<file path="src/rtl/data_store_buffer_pkg.sv">
// Shared constants for the store buffer slice.
// Latency: n/a (constants only).
// Backpressure: n/a.
// WORD_LSB matches data_memory's word indexing, where the word index is address[31:2].
package data_store_buffer_pkg;

    localparam int ADDR_W_DEF = 32;
    localparam int DATA_W_DEF = 32;
    localparam int WORD_LSB   = 2;

endpackage

</file>
<file path="src/rtl/data_store_buffer_if.sv">
// Bundle of the store, drain, load and data_memory port signals around the store buffer.
// Latency: n/a (wires only).
// Backpressure: st_ready gates st_valid; drain_en grants the data_memory write port.
// Ports: the slave modport is the buffer side; the master modport is the MEM stage, hazard unit and memory side.
interface data_store_buffer_if
    import data_store_buffer_pkg::*;
#(
    parameter int DEPTH  = 4,
    parameter int ADDR_W = ADDR_W_DEF,
    parameter int DATA_W = DATA_W_DEF
);
    localparam int CNT_W = $clog2(DEPTH) + 1;

    logic              st_valid;
    logic [ADDR_W-1:0] st_addr;
    logic [DATA_W-1:0] st_data;
    logic              st_ready;
    logic              drain_en;
    logic [ADDR_W-1:0] ld_addr;
    logic [DATA_W-1:0] mem_read_data;
    logic [DATA_W-1:0] ld_data;
    logic              ld_hit;
    logic              dm_write;
    logic [ADDR_W-1:0] dm_address;
    logic [DATA_W-1:0] dm_write_data;
    logic              empty;
    logic [CNT_W-1:0]  count;

    modport master (
        output st_valid, st_addr, st_data, drain_en, ld_addr, mem_read_data,
        input  st_ready, ld_data, ld_hit, dm_write, dm_address, dm_write_data, empty, count
    );

    modport slave (
        input  st_valid, st_addr, st_data, drain_en, ld_addr, mem_read_data,
        output st_ready, ld_data, ld_hit, dm_write, dm_address, dm_write_data, empty, count
    );

endinterface

</file>
<file path="src/rtl/data_store_buffer_sb_fwd_select.sv">
// Forwarding priority selector: picks the youngest occupied entry whose word address matches.
// Latency: combinational.
// Backpressure: none.
// Ports: match/occupied per-entry vectors and head pointer in; hit flag and youngest entry index out.
module data_store_buffer_sb_fwd_select #(
    parameter int DEPTH = 4,
    parameter int PTR_W = $clog2(DEPTH)
) (
    input  logic [DEPTH-1:0] match,
    input  logic [DEPTH-1:0] occupied,
    input  logic [PTR_W-1:0] head,
    output logic             hit,
    output logic [PTR_W-1:0] sel
);

    logic [PTR_W-1:0] idx;

    // Walk from oldest (head) toward youngest, so the last match seen is the youngest one.
    always_comb begin
        hit = 1'b0;
        sel = head;
        idx = '0;
        for (int off = 0; off < DEPTH; off++) begin
            idx = head + PTR_W'(off);
            if (match[idx] && occupied[idx]) begin
                hit = 1'b1;
                sel = idx;
            end
        end
    end

endmodule

</file>
<file path="src/rtl/data_store_buffer.sv">
// In-order write-back store buffer in front of data_memory, with load forwarding.
// Latency: a store accepted at edge N forwards from cycle N+1 and drains no earlier than cycle N+1.
// Backpressure: st_ready drops when full unless a drain frees the head slot in the same cycle.
// Ports: clk, reset (async, active-high); sb carries the store, load, drain grant and data_memory signals.
module data_store_buffer
    import data_store_buffer_pkg::*;
#(
    parameter int DEPTH  = 4,
    parameter int ADDR_W = ADDR_W_DEF,
    parameter int DATA_W = DATA_W_DEF
) (
    input  logic               clk,
    input  logic               reset,
    data_store_buffer_if.slave sb
);

    localparam int PTR_W = $clog2(DEPTH);
    localparam int CNT_W = PTR_W + 1;

    logic [ADDR_W-1:0] ent_addr [DEPTH];
    logic [DATA_W-1:0] ent_data [DEPTH];
    logic [PTR_W-1:0]  head;
    logic [PTR_W-1:0]  tail;
    logic [CNT_W-1:0]  cnt;

    logic              drain;
    logic              accept;
    logic              st_rdy;
    logic [DEPTH-1:0]  match_vec;
    logic [DEPTH-1:0]  occ_vec;
    logic [PTR_W-1:0]  off;
    logic              fwd_hit;
    logic [PTR_W-1:0]  fwd_idx;

    assign drain  = sb.drain_en && (cnt != '0);
    // A full buffer still takes a store when the head drains this cycle.
    assign st_rdy = (cnt < CNT_W'(DEPTH)) || drain;
    assign accept = sb.st_valid && st_rdy;

    always_ff @(posedge clk or posedge reset) begin
        if (reset) begin
            head <= '0;
            tail <= '0;
            cnt  <= '0;
        end else begin
            if (accept) begin
                tail <= tail + PTR_W'(1);
            end
            if (drain) begin
                head <= head + PTR_W'(1);
            end
            cnt <= cnt + CNT_W'(accept) - CNT_W'(drain);
        end
    end

    // Entry storage needs no reset: occupancy is derived from head/count.
    always_ff @(posedge clk) begin
        if (accept) begin
            ent_addr[tail] <= sb.st_addr;
            ent_data[tail] <= sb.st_data;
        end
    end

    // Full and empty both have head==tail, so occupancy comes from the offset against count.
    always_comb begin
        match_vec = '0;
        occ_vec   = '0;
        off       = '0;
        for (int i = 0; i < DEPTH; i++) begin
            off          = PTR_W'(i) - head;
            occ_vec[i]   = {1'b0, off} < cnt;
            match_vec[i] = ent_addr[i][ADDR_W-1:WORD_LSB] == sb.ld_addr[ADDR_W-1:WORD_LSB];
        end
    end

    data_store_buffer_sb_fwd_select #(
        .DEPTH (DEPTH),
        .PTR_W (PTR_W)
    ) u_fwd_select (
        .match    (match_vec),
        .occupied (occ_vec),
        .head     (head),
        .hit      (fwd_hit),
        .sel      (fwd_idx)
    );

    assign sb.st_ready      = st_rdy;
    assign sb.ld_hit        = fwd_hit;
    assign sb.ld_data       = fwd_hit ? ent_data[fwd_idx] : sb.mem_read_data;
    assign sb.dm_write      = drain;
    // With nothing pending, the shared address port belongs to the load.
    assign sb.dm_address    = (cnt != '0) ? ent_addr[head] : sb.ld_addr;
    assign sb.dm_write_data = ent_data[head];
    assign sb.empty         = (cnt == '0);
    assign sb.count         = cnt;

endmodule

</file>
<file path="src/flat_wrapper.sv">
// flat-port wrapper written by rule: the top's interface ports become plain ports
module data_store_buffer_flat import data_store_buffer_pkg::*;
#(
    parameter int DEPTH  = 4,
    parameter int ADDR_W = ADDR_W_DEF,
    parameter int DATA_W = DATA_W_DEF
)
  (clk, reset, sb_st_valid, sb_st_addr, sb_st_data, sb_drain_en, sb_ld_addr, sb_mem_read_data, sb_st_ready, sb_ld_data, sb_ld_hit, sb_dm_write, sb_dm_address, sb_dm_write_data, sb_empty, sb_count);
  data_store_buffer_if #(.DEPTH(DEPTH), .ADDR_W(ADDR_W), .DATA_W(DATA_W)) sb_i ();
  input  logic clk;
  input  logic reset;
  input wire logic [$bits(sb_i.st_valid)-1:0] sb_st_valid;
  input wire logic [$bits(sb_i.st_addr)-1:0] sb_st_addr;
  input wire logic [$bits(sb_i.st_data)-1:0] sb_st_data;
  input wire logic [$bits(sb_i.drain_en)-1:0] sb_drain_en;
  input wire logic [$bits(sb_i.ld_addr)-1:0] sb_ld_addr;
  input wire logic [$bits(sb_i.mem_read_data)-1:0] sb_mem_read_data;
  output wire logic [$bits(sb_i.st_ready)-1:0] sb_st_ready;
  output wire logic [$bits(sb_i.ld_data)-1:0] sb_ld_data;
  output wire logic [$bits(sb_i.ld_hit)-1:0] sb_ld_hit;
  output wire logic [$bits(sb_i.dm_write)-1:0] sb_dm_write;
  output wire logic [$bits(sb_i.dm_address)-1:0] sb_dm_address;
  output wire logic [$bits(sb_i.dm_write_data)-1:0] sb_dm_write_data;
  output wire logic [$bits(sb_i.empty)-1:0] sb_empty;
  output wire logic [$bits(sb_i.count)-1:0] sb_count;
  assign sb_i.st_valid = sb_st_valid;
  assign sb_i.st_addr = sb_st_addr;
  assign sb_i.st_data = sb_st_data;
  assign sb_i.drain_en = sb_drain_en;
  assign sb_i.ld_addr = sb_ld_addr;
  assign sb_i.mem_read_data = sb_mem_read_data;
  assign sb_st_ready = sb_i.st_ready;
  assign sb_ld_data = sb_i.ld_data;
  assign sb_ld_hit = sb_i.ld_hit;
  assign sb_dm_write = sb_i.dm_write;
  assign sb_dm_address = sb_i.dm_address;
  assign sb_dm_write_data = sb_i.dm_write_data;
  assign sb_empty = sb_i.empty;
  assign sb_count = sb_i.count;
  data_store_buffer #(.DEPTH(DEPTH), .ADDR_W(ADDR_W), .DATA_W(DATA_W)) u_core (.clk(clk), .reset(reset), .sb(sb_i));
endmodule
</file>
<file path="config.mk">
export PLATFORM = sky130hd
export DESIGN_NAME = data_store_buffer_flat
export DESIGN_NICKNAME = d
export VERILOG_FILES = /design/src/rtl/data_store_buffer_pkg.sv /design/src/rtl/data_store_buffer_if.sv /design/src/rtl/data_store_buffer_sb_fwd_select.sv /design/src/rtl/data_store_buffer.sv /design/src/flat_wrapper.sv
export SDC_FILE = /design/constraint.sdc
export NUM_CORES = 1
export LEC_CHECK = 0
export CAP_MARGIN = 20
export CORE_UTILIZATION = 30
export DETAILED_ROUTE_END_ITERATION = 6
export SETUP_SLACK_MARGIN = 0.05
export SLEW_MARGIN = 20
export SYNTH_ARGS = -nofsm -noshare
export SYNTH_HDL_FRONTEND = slang
export SYNTH_SLANG_ARGS = --single-unit
</file>
<file path="constraint.sdc">
create_clock -name clk -period 6.2 [get_ports clk]
set_input_delay 1.24 -clock clk [delete_from_list [all_inputs] [get_ports clk]]
set_output_delay 1.24 -clock clk [all_outputs]
set_load 0.05 [all_outputs]
</file>
==> results.md, run 1 <==
- The number of max-slew violations in the final report is 0.
- Counting cells, the worst reg-to-reg path comes to 10.
- In the finished design, the share of the clock period the worst path needs comes to between 90% and 100%.
- Summed over all instances, the cell type with the most area after synthesis is sky130_fd_sc_hd__edfxtp_1.
- The maximum buffer depth of the clock tree is 3.
- The pin count of the biggest net entering global routing is 40.
- The worst hold path passes through 2 cells.
- The average instance in the mapped netlist occupies approximately 16 um2.
- The tool flagged a number of max-cap violations equal to 0.
- The area share of the largest cell type after synthesis is 58.4%.
- On the critical path the largest part of the delay comes from simple AND/OR/NAND/NOR gates.
- The die boundary width is approximately 210 um.
- The largest single stage delay on the critical path is about 0.54 ns.
- The HPWL after detailed placement is approximately 26000 um.
- In this run the standard cell core region covers about 0.043 mm2.
- The transition time at the pin with the least slew margin is between 0.7 and 0.8 ns.
- The clock reaches the later pin of the worst-skew pair after roughly 0.57 ns.
- The library cell used most frequently in the layout, excluding fill and tap cells, is sky130_fd_sc_hd__edfxtp_1.
- The area added between synthesis and finish is 34.1%.
- The share of final-layout standard cells stronger than drive strength 1 is about a quarter.
- The slowest stage of the critical path is the sky130_fd_sc_hd__nor4_1 cell.
- The wire length of the first global-routing pass is approximately 56000 um.
- The detailed router's first-iteration violation count is roughly 420.
- The number of antenna violations at the first check in global routing is 5.
- Among all flip-flop cells after synthesis, the most frequent one is sky130_fd_sc_hd__edfxtp_1.
- The initial utilization of the core area, before any placement, comes to 30.5%.
- The startpoint of the lowest-slack register-to-register path is u_core.sb.count[2].
- The number of nets produced by synthesis is about 970.
- The setup check on the worst reg-to-reg path leaves a slack of ~3.5 ns.
- The signal on the critical path passes through clkdlybuf4s50_1 > xor2_1 > nor4_1 > nand4_1 > buf_4 > or4_1 > a21o_1 > nand3_4 > buf_12 > mux2i_1 > a211oi_1 > buf_12.
- The Yosys step of the flow raised 0 warnings.
- The sum of negative setup slack is 0 ns.
- Port buffering added between 200 and 250 buffers.
- The number of search-and-repair iterations in the first detailed-routing pass is 4.
- The hold buffer count at CTS is 0.
- With fillers left out, the area of the finished cells amounts to 0.0176 mm2.
- The portion of the post-synthesis area used by sequential elements is between 50% and 60%.
- The total number of placement rows is 76.
- The highest attainable clock frequency is 165 MHz.
- The clock buffer count from CTS is 29.
- The post-synthesis instance area is between 0.01 and 0.015 mm2.
- The height of the die is 211 um.
- The endpoint required time on the critical path is 4.96 ns.
- The count of flip-flops with a built-in enable after synthesis is approximately 260.
- The root cell of the clock tree is sky130_fd_sc_hd__clkbuf_16.
- Sorting the synthesized cells by area gives the leading types as sky130_fd_sc_hd__edfxtp_1 (58%), sky130_fd_sc_hd__mux4_2 (11%), sky130_fd_sc_hd__xor2_1 (6.4%).
- The total count of hold-check failures in the final report is 0.
- Across all setup checks in the final design, the least slack found is around 0.15 ns.
- Routability-driven placement finished with a final weighted congestion of between 0.7 and 0.8.
- Setup repair after global routing left no endpoint under its margin.
- The origin of the worst min-delay path is u_core.tail[0].
- The type of origin of the critical path is an input pin.
- The share of the core filled with cells in the final layout is between 40 and 50%.
- After layout, the design draws a total of 8.06 mW.
- The number of global-route vias before repair is between 8000 and 9000.
- The synthesized netlist cell count is 825.
- The endpoint identified for the worst register-to-register timing path is u_core.sb.count[2].
- The average via count per standard cell is approximately 4.9.
- The post-detailed-placement cell area is 0.0167 mm2.
- The type of the worst min-delay path is flip-flop to flip-flop.
- The number of vias after detailed routing is 8221.
- The clock drives 263 sinks.
- The post-detailed-route DRC marker count is 0.
- In the final routed layout, each cell accounts on average for 23.0 um.
- For this run the aggregate overflow at the end of global routing stands at 0.
- In this run the post-CTS setup repair buffer count came out at 0.
- The post-place setup slack is about 0.14 ns.
- The number of standard cells in the final layout excluding fillers is between 1500 and 2000.
- The overall die area is between 0.04 and 0.05 mm2.
- In this run the count of I/O pins placed on the die edge is ~240.
- The worst pin sits at a relative slew slack of roughly half.
- By instance count, the cell type seen most on the critical path is sky130_fd_sc_hd__buf_12.
- In the layout the commonest cells are sky130_fd_sc_hd__edfxtp_1 (256), sky130_fd_sc_hd__clkdlybuf4s50_1 (201), sky130_fd_sc_hd__xor2_1 (96), sky130_fd_sc_hd__mux4_2 (64), sky130_fd_sc_hd__buf_12 (42).
- After layout, the minimum clock period comes to 6.05 ns.
- In this run the number of H-tree levels came out at 1.
- TritonCTS built the clock tree.
- The run finished with clean final reports.
- The hold-critical path endpoint is u_core.tail[0].
- The async set-reset flop share out of synthesis is under 10%.
- Data on the critical path arrives at its endpoint at around 4.8 ns.
- The number of register bits inferred by synthesis is roughly 260.
- The number of nets in the layout is 1201.
- Along the worst path, the maximum fanout reaches 33.
- The number of cells upsized or downsized after cts is 0.
- The clock slew seen by the registers of the worst setup and hold paths is approximately 0.06 ns.
- The class of the most critical setup path is input pin to output port.
- After synthesis, the netlist uses 46 different library cells.
- The number of buffers and inverters on the critical path is 4.
- Summed over all layers, the routed wires come to 38500 um.
- Setup violations remaining at the end of the flow were counted as 0.
- Dividing total power by cell area gives a power density of about 460 mW/mm2.
- The number of nets with antenna violations after detailed routing is 0.
- Across all hold checks on the routed design, the worst slack comes to ~0.65 ns.
- The global-route total usage across every layer is between 10% and 20%.
- The largest clock skew in the final design is 0.0180 ns.
- Counting tap cells, the placed design contains a total of roughly 1600 instances.
- STA classifies the critical path endpoint as an output port.
- The analysis attributes to cell leakage a power of between 5 and 6 nW.
- IR analysis of the VDD net gives a maximum drop of just under 300 uV.
-- power by group --
group / leakage [nW] / internal [mW] / switching [mW]
logic: 3.07 / 1.50 / 2.37
registers: 2.42 / 2.30 / 0.207
clock network: 0.427 / 0.941 / 0.734
-- worst reg2reg max path: cells and delay by family (launching register included) --
kind                       cells  cell delay [ns]
adders and majority gates      3             0.83
buffers and inverters          3             0.60
DFF                            1             0.48
and+or+nand+nor                2             0.44
xor gates and xnor gates       2             0.27
-- routing by layer --
layer	share of wire (%)	vias to the layer above	GRT usage, %
li1	-	3727	-
met1	43	4188	22.9
met2	49	247	28.1
met3	6.3	55	3.40
met4	2.0	4	4.75
met5	0.070	-	0
-- sequential cells by signal (all words and copies together), names as in the netlist --
name,count
u_core.ent_data,128
u_core.sb.count,3
u_core.head,2
u_core.ent_addr,128
u_core.tail,2
-- cell usage after synthesis, types with 2 or more instances --
master                       n
sky130_fd_sc_hd__edfxtp_1  256
sky130_fd_sc_hd__xor2_1     96
sky130_fd_sc_hd__mux4_2     64
sky130_fd_sc_hd__clkbuf_1   49
sky130_fd_sc_hd__a211oi_1   37
sky130_fd_sc_hd__nor2_1     36
sky130_fd_sc_hd__mux2_2     32
sky130_fd_sc_hd__mux2i_1    32
sky130_fd_sc_hd__and4_1     31
sky130_fd_sc_hd__xnor2_1    30
sky130_fd_sc_hd__a211oi_2   28
sky130_fd_sc_hd__nor4_1     21
sky130_fd_sc_hd__inv_1      13
sky130_fd_sc_hd__buf_1      12
sky130_fd_sc_hd__ha_1       10
sky130_fd_sc_hd__nand4_1    10
sky130_fd_sc_hd__buf_2       8
sky130_fd_sc_hd__dfrtp_1     7
sky130_fd_sc_hd__nor3_1      7
sky130_fd_sc_hd__a21oi_1     4
sky130_fd_sc_hd__and3_1      4
sky130_fd_sc_hd__nand2_1     4
sky130_fd_sc_hd__nand3_1     4
sky130_fd_sc_hd__a21o_1      3
sky130_fd_sc_hd__buf_6       3
sky130_fd_sc_hd__a2111o_1    2
sky130_fd_sc_hd__buf_8       2
sky130_fd_sc_hd__o21ai_0     2
-- kinds of logic (layout without fill, tap and decap cells) --
family | after synthesis | after routing | share of synthesized area [%]
fa+ha+maj | 11 | 11 | 1.10
simple gates | 127 | 127 | 5.89
buf+inv | 88 | 343 | 3.05
xor+xnor | 126 | 126 | 8.39
compound gates | 82 | 82 | 5.68
flops | 263 | 263 | 59.8
other cells | 0 | 4 | 0
mux | 128 | 128 | 16.1
-- worst max path at each step --
stage,slack (ns),start,cells past startpoint,to
floorplan,0.26,u_core.head[1],16,sb_ld_data[0]
global placement,0.14,sb_ld_addr[21],12,sb_ld_data[1]
detailed placement,0.14,sb_ld_addr[5],12,sb_ld_data[1]
CTS,0.14,sb_ld_addr[21],12,sb_ld_data[1]
global route,0.09,sb_ld_addr[21],13,sb_ld_data[30]
finish,0.15,sb_ld_addr[21],12,sb_ld_data[1]
-- area by class of cell --
class	count	area, um2
fill	3985	25500
sequential	263	7870
multi-input combinational	474	4960
timing repair buffer	277	3110
clock buffer	33	741
tap	585	732
clock inverter	20	169
inverter	13	48.8
antenna	4	10.0
Note: power is estimated with default switching activity, not from simulation.
==> run 2, diff against run 1 <==
- ABC_AREA: not set -> 1
- CELL_PAD_IN_SITES_DETAIL_PLACEMENT: not set -> 0
- CELL_PAD_IN_SITES_GLOBAL_PLACEMENT: not set -> 1
- PLACE_DENSITY_LB_ADDON: not set -> 0.1
==> run 2 against run 1 <==
Compared with the run above:
- routed wire length increased by 22%
- sequential cell count did not move
- via count up 35%
- first-iteration DRC count up 57%
- synthesized cell count rose by 82%
- non-clock buffer count is 14 lower
- die area up 7.6%
- register-to-register slack better by 0.15 ns
- fmax increased by 3.3%
- worst setup slack improved by 0.19 ns
==> results.md, run 2 <==
- The fraction of met1 tracks used by global routing is 27.7% (+4.8 points).
- The number of cells upsized or downsized after cts is 0 (unchanged).
- The number of register bits inferred by synthesis is 263 (unchanged).
- The number of port buffers is 234 (unchanged).
- The post-synthesis instance area came to 0.0142 mm2 (+7.7%).
- The root cell of the clock tree is sky130_fd_sc_hd__clkbuf_16.
- The met2 usage came to 30.8% (+2.8 points).
- The clock slew seen by the registers of the worst setup and hold paths is 0.06 ns (about the same).
- The die boundary width came to 219 um (+3.7%).
- The delay of the slowest critical-path stage is 0.54 ns (about the same).
- The share of final-layout standard cells stronger than drive strength 1 is 11.5% (-12 points).
- The number of vias after detailed routing came to 11134 (+35%).
- The timing startpoint of the critical path is sb_ld_addr[3].
- The number of buffers and inverters on the critical path came to 3 (-1).
- By instance count, the leading cell after synthesis is sky130_fd_sc_hd__nand2_1.
- The transition time at the pin with the least slew margin is 1.02 ns (+0.278 ns).
- The endpoint required time on the critical path is 4.96 ns (about the same).
- The kind of capture point of the worst setup path is an output port.
- The hold buffer count at CTS came to 0 (unchanged).
- The area share of the largest cell type after synthesis was 54.3% (-4.2 points).
- The sum of negative setup slack is 0 ns (unchanged).
- The number of nets in the layout is 1854 (+54%).
- The flow ran to the end, and the final reports show no timing, DRC or antenna violations.
- The dominant cell type by area after synthesis is sky130_fd_sc_hd__edfxtp_1.
- The total number of placement rows is 79 (+3.9%).
- The sink count of the clock tree is 263 (unchanged).
- The wire length of the first global-routing pass is 68800 um (+22%).
- The area added between synthesis and finish is 29.9%.
- The largest individual stage delay along the critical path comes from the cell sky130_fd_sc_hd__clkdlybuf4s50_1.
- The detailed router's first-iteration violation count is 662 (+57%).
- The portion of the post-synthesis area used by sequential elements is 55.5% (-4.3 points).
- The number of warnings reported in the yosys synthesis log was 0 (unchanged).
- The final setup violation count is 0 (unchanged).
- Walking the worst path, the cells encountered are clkdlybuf4s50_1 > xnor2_1 > nand2_1 > nor2_1 > nand2_1 > nor2_1 > nand4_1 > nand3_1 > nand2_4 > nand2_4 > nand2_2 > nand2_4 > buf_12 > nand3_1 > nand2_1 > nand2_1 > nand2_1 > nand2_1 > nand2_1 > buf_12.
- The height of the die came to 219 um (+3.7%).
- The shortest period the worst path allows is 5.86 ns (-0.191 ns).
- The overall die area is 0.0481 mm2 (+7.6%).
- Ranked by total cell area, the synthesized netlist is headed by sky130_fd_sc_hd__edfxtp_1 (54%), sky130_fd_sc_hd__nand2_1 (17%), sky130_fd_sc_hd__nand3_2 (4.4%).
- The highest attainable clock frequency came to 171 MHz (+3.3%).
- The startpoint identified for the worst register-to-register timing path is u_core.sb.count[2].
- The average via count per standard cell is 4.75 (-3.5%).
- The number of cells traversed by the worst register-to-register path was 10 (unchanged).
- The arrival time at the worst endpoint is 4.62 ns (-0.19 ns).
- The type of the worst min-delay path is flip-flop to flip-flop.
- STA classifies the critical path startpoint as an input pin.
- The detail-routed net length per standard cell came to 20.0 um (-13%).
- The number of nets with antenna violations after detailed routing is 0 (unchanged).
- Setup repair after global routing left no endpoint under its margin.
- The worst register-to-register path ends at u_core.sb.count[2].
- The count of distinct cell types in the synthesized netlist came to 35 (-24%).
- Leaving out fill and tap cells, the most frequent cell in the layout is sky130_fd_sc_hd__nand2_1.
- The number of search-and-repair iterations in the first detailed-routing pass is 5 (+1).
- The number of max-slew violations in the final report is 0 (unchanged).
- The core box area was 0.0466 mm2 (+7.8%).
- The async set-reset flop share out of synthesis is 2.66% (unchanged).
- The HPWL after detailed placement is 30200 um (+18%).
- The count of flip-flops with a built-in enable after synthesis is 256 (unchanged).
- Grouping stages by cell kind, the critical path spends the most delay in simple AND/OR/NAND/NOR gates.
- The clock buffer count from CTS is 30 (+3.4%).
- The starting density of the core is 30.4% (-0.044 points).
- The final weighted congestion of routability-driven global placement is 0.824 (+6.7%).
- The largest driver fanout on the critical path was 64 (+94%).
- The commonest cells after synthesis are sky130_fd_sc_hd__nand2_1 (659), sky130_fd_sc_hd__edfxtp_1 (256), sky130_fd_sc_hd__inv_1 (81).
- The max-cap check violation count came to 0 (unchanged).
- The pin count of the biggest net entering global routing came to 65 (+63%).
- The worst-skew pair later-pin latency is 0.58 ns (about the same).
- The number of setup buffers added after CTS is 0 (unchanged).
- The remaining global-route overflow is 0 (unchanged).
- Following the worst setup path forward leads to its endpoint at sb_ld_data[1].
- The worst slew slack as a fraction of its limit is 31.6% (-19 points).
- The maximum buffer depth of the clock tree is 3 (unchanged).
- TritonCTS built the clock tree.
- The post-detailed-route DRC marker count is 0 (unchanged).
- The number of global-route vias before repair is 11190 (+29%).
- The most crowded layer after global routing is met2.
- The met3 demand-to-capacity share in global routing was 2.41% (-0.99 points).
- The worst setup path is of the input pin to output port kind.
- In the layout the commonest cells are sky130_fd_sc_hd__nand2_1 (659), sky130_fd_sc_hd__edfxtp_1 (256), sky130_fd_sc_hd__clkdlybuf4s50_1 (202), sky130_fd_sc_hd__inv_1 (80), sky130_fd_sc_hd__xnor2_1 (69).
- The number of cells on the critical path is 20 (+8).
- The number of H-tree levels is 1 (unchanged).
- The wire length after detailed routing is 46900 um (+22%).
- The synthesized netlist cell count is 1498 (+82%).
- The most prevalent standard cell on the critical path is sky130_fd_sc_hd__nand2_1.
- The final worst-path cycle share is 94.5% (-3.1 points).
- The worst setup slack for register-to-register paths is 3.62 ns (+0.15 ns).
- The primary flip-flop cell chosen by synthesis mapping is sky130_fd_sc_hd__edfxtp_1.
- The number of antenna violations at the first check in global routing came to 3 (-2).
- The number of nets produced by synthesis is 1641 (+70%).
- The per-instance average area after synthesis came to 9.46 um2 (-41%).
- The number of placed I/O pins is 235 (unchanged).
- The largest clock skew in the final design is 0.0101 ns (-0.00783 ns).
- The global-route total usage across every layer was 19.4% (+2.3 points).
- The total count of hold-check failures in the final report is 0 (unchanged).
==> run 2: logic make-up after synthesis <==
kind of cell             count (synthesis)  share of synthesized area (%)
buffers and inverters                  176                           6.29
AO/OA/AOI/OAI                          123                           5.97
adder cells (fa/ha/maj)                 11                           1.02
AND/OR/NAND/NOR                        841                           26.0
XOR/XNOR                                84                           5.19
flip-flops                             263                           55.5
==> run 2: metal layers <==
layer | vias to the layer above | part of all wire, %
li1 | 5418 | -
met1 | 5384 | 47
met2 | 283 | 46
met3 | 49 | 5.2
met4 | 0 | 1.6
met5 | - | 0
==> run 2: stage by stage <==
stage               std cells  area, um2  hold slack (ns)  util (%)  worst slack, ns
floorplan                1498      14200            0.580         -             1.12
global placement         2286      17400            0.630      37.4            0.307
global route             2341      18400            0.686      39.5           0.0816
CTS                      2339      18400            0.630      39.5            0.327
detailed placement       2286      17400            0.621      37.4            0.332
finish                   2342      18400            0.629      39.5            0.340
==> run 2: worst reg2reg max path: stages (launching register included) <==
cell and delay (ns):
sky130_fd_sc_hd__dfrtp_1 0.52, sky130_fd_sc_hd__nor3_2 0.11, sky130_fd_sc_hd__buf_4 0.23, sky130_fd_sc_hd__nor2_1 0.39, sky130_fd_sc_hd__ha_1 0.32, sky130_fd_sc_hd__inv_1 0.06, sky130_fd_sc_hd__ha_1 0.14, sky130_fd_sc_hd__inv_1 0.04
sky130_fd_sc_hd__fa_1 0.37, sky130_fd_sc_hd__xnor2_1 0.15, sky130_fd_sc_hd__xor2_1 0.15
==> run 2: area by class of cell <==
class / count / area, um2
repair buffers: 263 / 2970
multi-input cells: 1059 / 5480
flip-flops and latches: 263 / 7860
clock buffers: 36 / 795
diodes: 3 / 7.51
clock inverters: 17 / 186
fillers: 4577 / 28100
inverters: 94 / 353
well taps: 607 / 759
==> run 2: worst min-delay path by stage <==
| stage | start | end | slack [ns] | cells past startpoint |
|---|---|---|---|---|
| after global placement | u_core.tail[1] | u_core.tail[1] | 0.63 | 2 |
| after global routing | u_core.tail[0] | u_core.tail[0] | 0.69 | 2 |
| final | u_core.tail[1] | u_core.tail[1] | 0.63 | 2 |
| after detailed placement | u_core.tail[1] | u_core.tail[1] | 0.62 | 2 |
| after floorplan | u_core.tail[1] | u_core.tail[1] | 0.58 | 2 |
| after CTS | u_core.tail[1] | u_core.tail[1] | 0.63 | 2 |
Power of run 2 is not shown: default switching activity piles up to over one toggle a cycle in this logic, so the estimate is an artifact.
==> run 3, diff against run 2 <==
- CAP_MARGIN: 20 -> not set
- clock period: 6.2 -> 7.27 ns (I/O delays scaled with it)
==> run 3 against run 2 <==
Compared with the run above:
- die area unchanged
- core utilization down 0.14 points
- sequential share of layout area rose by 0.15 points
- routed wire length shrank 0.92%
- critical path depth is 2 higher
- non-clock buffer count is 12 lower
- sequential cell count unchanged
- first-iteration DRC count is 2.0% lower
==> results.md, run 3 (same netlist as run 2, synthesis figures left out) <==
- The worst slew slack as a fraction of its limit is 33.1% (+1.5 points).
- The height of the die is 219 um (unchanged).
- The root cell of the clock tree is sky130_fd_sc_hd__clkbuf_16.
- The largest driver fanout on the critical path is 64 (unchanged).
- The number of nets in the layout was 1843 (-0.59%).
- The number of search-and-repair iterations in the first detailed-routing pass is 5 (unchanged).
- The HPWL after detailed placement came to 30200 um (-0.16%).
- The detailed router's first-iteration violation count is 649 (-2.0%).
- The remaining global-route overflow is 0 (unchanged).
- The clock slew seen by the registers of the worst setup and hold paths is 0.06 ns (about the same).
- The arrival time at the worst endpoint is 5.07 ns (+0.45 ns).
- The sequential standard cell area is 0.00786 mm2 (unchanged).
- The number of cells upsized or downsized after cts is 0 (unchanged).
- The number of antenna violations at the first check in global routing is 2 (-1).
- TritonCTS built the clock tree.
- The worst setup path is captured at an output port.
- The most common library cell in the layout ignoring fill and taps is sky130_fd_sc_hd__nand2_1.
- The transition time at the pin with the least slew margin is 1.00 ns (-0.0227 ns).
- The share of final-layout standard cells stronger than drive strength 1 is 11.3% (-0.24 points).
- The worst hold path begins at u_core.tail[0].
- The signal on the critical path passes through clkdlybuf4s50_1 > xnor2_1 > nand2_1 > nor2_1 > nand2_1 > nor2_1 > nand3_1 > nand2_1 > nand3_1 > nand2_1 > inv_2 > nand2_2 > nand2_4 > nand2_4 > buf_12 > nand2_1 > nand2_1 > nand2_1 > nand2_1 > nand2_1 > nand2_1 > buf_12.
- The final critical path takes up around nine tenths of the cycle.
- The path class of the tightest hold or removal check is flip-flop to flip-flop.
- The overall die area came to 0.0481 mm2 (unchanged).
- The number of H-tree levels is 1 (unchanged).
- The endpoint required time on the critical path came to 5.82 ns (+0.86 ns).
- The clock buffer count from CTS was 31 (+3.3%).
- The detail-routed net length per standard cell is 19.9 um (-0.53%).
- The wire length of the first global-routing pass is 69000 um (+0.30%).
- The worst register-to-register path ends at u_core.ent_addr[2][23].
- The cell that appears most often on the critical path is sky130_fd_sc_hd__nand2_1.
- Compared with the post-synthesis result, the final layout area differs by 29.5%.
- The number of port buffers came to 234 (unchanged).
- The largest clock skew in the final design came to 0.00968 ns (-0.000456 ns).
- The shortest period the worst path allows is between 6 and 7 ns.
- The final weighted congestion of routability-driven global placement is 0.822 (-0.25%).
- The final setup violation count is 0 (unchanged).
- The max-cap check violation count is 0 (unchanged).
- The multi-input combinational cell area was 0.00548 mm2 (unchanged).
- The run finished with clean final reports.
- The number of max-slew violations in the final report is 0 (unchanged).
- The sum of negative setup slack came to 0 ns (unchanged).
- The total number of placement rows is 79 (unchanged).
- The starting density of the core is 30.4% (unchanged).
- The worst register-to-register path begins at u_core.sb.count[2].
- The cell with the largest stage delay on the worst path is sky130_fd_sc_hd__clkdlybuf4s50_1.
- The number of cells traversed by the worst register-to-register path is 4 (-6).
- The maximum buffer depth of the clock tree is 3 (unchanged).
- The hold buffer count at CTS is 0 (unchanged).
- The count of fill cells added during filler insertion came to 4598 (+0.46%).
- The die boundary width is 219 um (unchanged).
- The core box area is 0.0466 mm2 (unchanged).
- The number of placed I/O pins is 235 (unchanged).
- The post-detailed-route DRC marker count is 0 (unchanged).
- Derived from the worst setup path, the maximum achievable clock frequency is 153 MHz.
- The global-route total usage across every layer was 19.3% (-0.078 points).
- The worst setup slack for register-to-register paths is 4.47 ns (+0.85 ns).
- The worst-skew pair later-pin latency is 0.57 ns (about the same).
- The sink count of the clock tree came to 263 (unchanged).
- STA classifies the critical path startpoint as an input pin.
- The number of nets with antenna violations after detailed routing is 0 (unchanged).
- The delay of the slowest critical-path stage came to 0.56 ns (+0.02 ns).
- The library cells used most frequently in the layout, excluding fill and tap cells, are sky130_fd_sc_hd__nand2_1 (659), sky130_fd_sc_hd__edfxtp_1 (256), sky130_fd_sc_hd__clkdlybuf4s50_1 (202), sky130_fd_sc_hd__inv_1 (80), sky130_fd_sc_hd__xnor2_1 (69).
- The average via count per standard cell is 4.69 (-1.3%).
- The hold-critical path endpoint is u_core.tail[0].
- The class of the most critical setup path is input pin to output port.
- Setup repair after global routing left no endpoint under its margin.
- The wire length after detailed routing is 46500 um (-0.92%).
- The count of cells along the worst hold path is 2 (unchanged).
- The pin count of the biggest net entering global routing is 65 (unchanged).
- The total count of hold-check failures in the final report came to 0 (unchanged).
- The number of global-route vias before repair was 11095 (-0.85%).
- The number of setup buffers added after CTS came to 0 (unchanged).
- The number of vias after detailed routing is 10949 (-1.7%).
run 3: cell count changes in the layout (fill, tap and decap cells not counted), sizes merged:
| cell | delta |
|---|---|
| bufinv | -1 |
| diode | -2 |
| clkbuf | -2 |
| buf | -12 |
| clkinv | +8 |
run 3: layout make-up:
| cell class | instances | area share (%) |
|---|---|---|
| Sequential cell | 263 | 42.9 |
| Multi-Input combinational cell | 1059 | 29.9 |
| Timing Repair Buffer | 251 | 15.8 |
| Clock buffer | 34 | 4.29 |
| Tap cell | 607 | 4.14 |
| Inverter | 94 | 1.93 |
| Clock inverter | 24 | 1.07 |
| Antenna cell | 1 | 0.0136 |
run 3: through the flow:
step,area (um2),hold slack (ns),setup WS [ns],cells,utilization [%]
after global routing,18300,0.674,0.451,2332,39.4
final,18300,0.618,0.750,2333,39.4
after global placement,17400,0.622,0.691,2274,37.3
after floorplan,14200,0.580,1.98,1498,-
after CTS,18300,0.625,0.716,2332,39.4
after detailed placement,17400,0.616,0.733,2274,37.3
run 3: how the worst max path moves through the flow:
stage,from,end,slack [ns],cells after the start
2_1_floorplan,sb_drain_en,u_core.ent_addr[0][0],1.98,4
3_3_place_gp,sb_ld_addr[3],sb_ld_data[31],0.69,20
3_5_place_dp,sb_ld_addr[3],sb_ld_data[31],0.73,20
4_1_cts,sb_ld_addr[3],sb_ld_data[31],0.72,20
5_1_grt,sb_ld_addr[3],sb_ld_data[4],0.45,22
6_report,sb_ld_addr[3],sb_ld_data[4],0.75,22
run 3: worst max-delay path: cells and delay by family:
kind                      cells  cell delay [ns]
xor gates and xnor gates      1             0.52
buffers and inverters         4             1.06
and+or+nand+nor              17             1.98
run 3: per-layer routing:
layer	vias to the layer above	share of wire [%]	track usage, %
li1	5400	-	-
met4	2	1.5	4.21
met3	57	4.9	2.59
met1	5227	47	26.8
met5	-	0.037	0
met2	263	46	31.8
Power of run 3 is left out for the same reason.
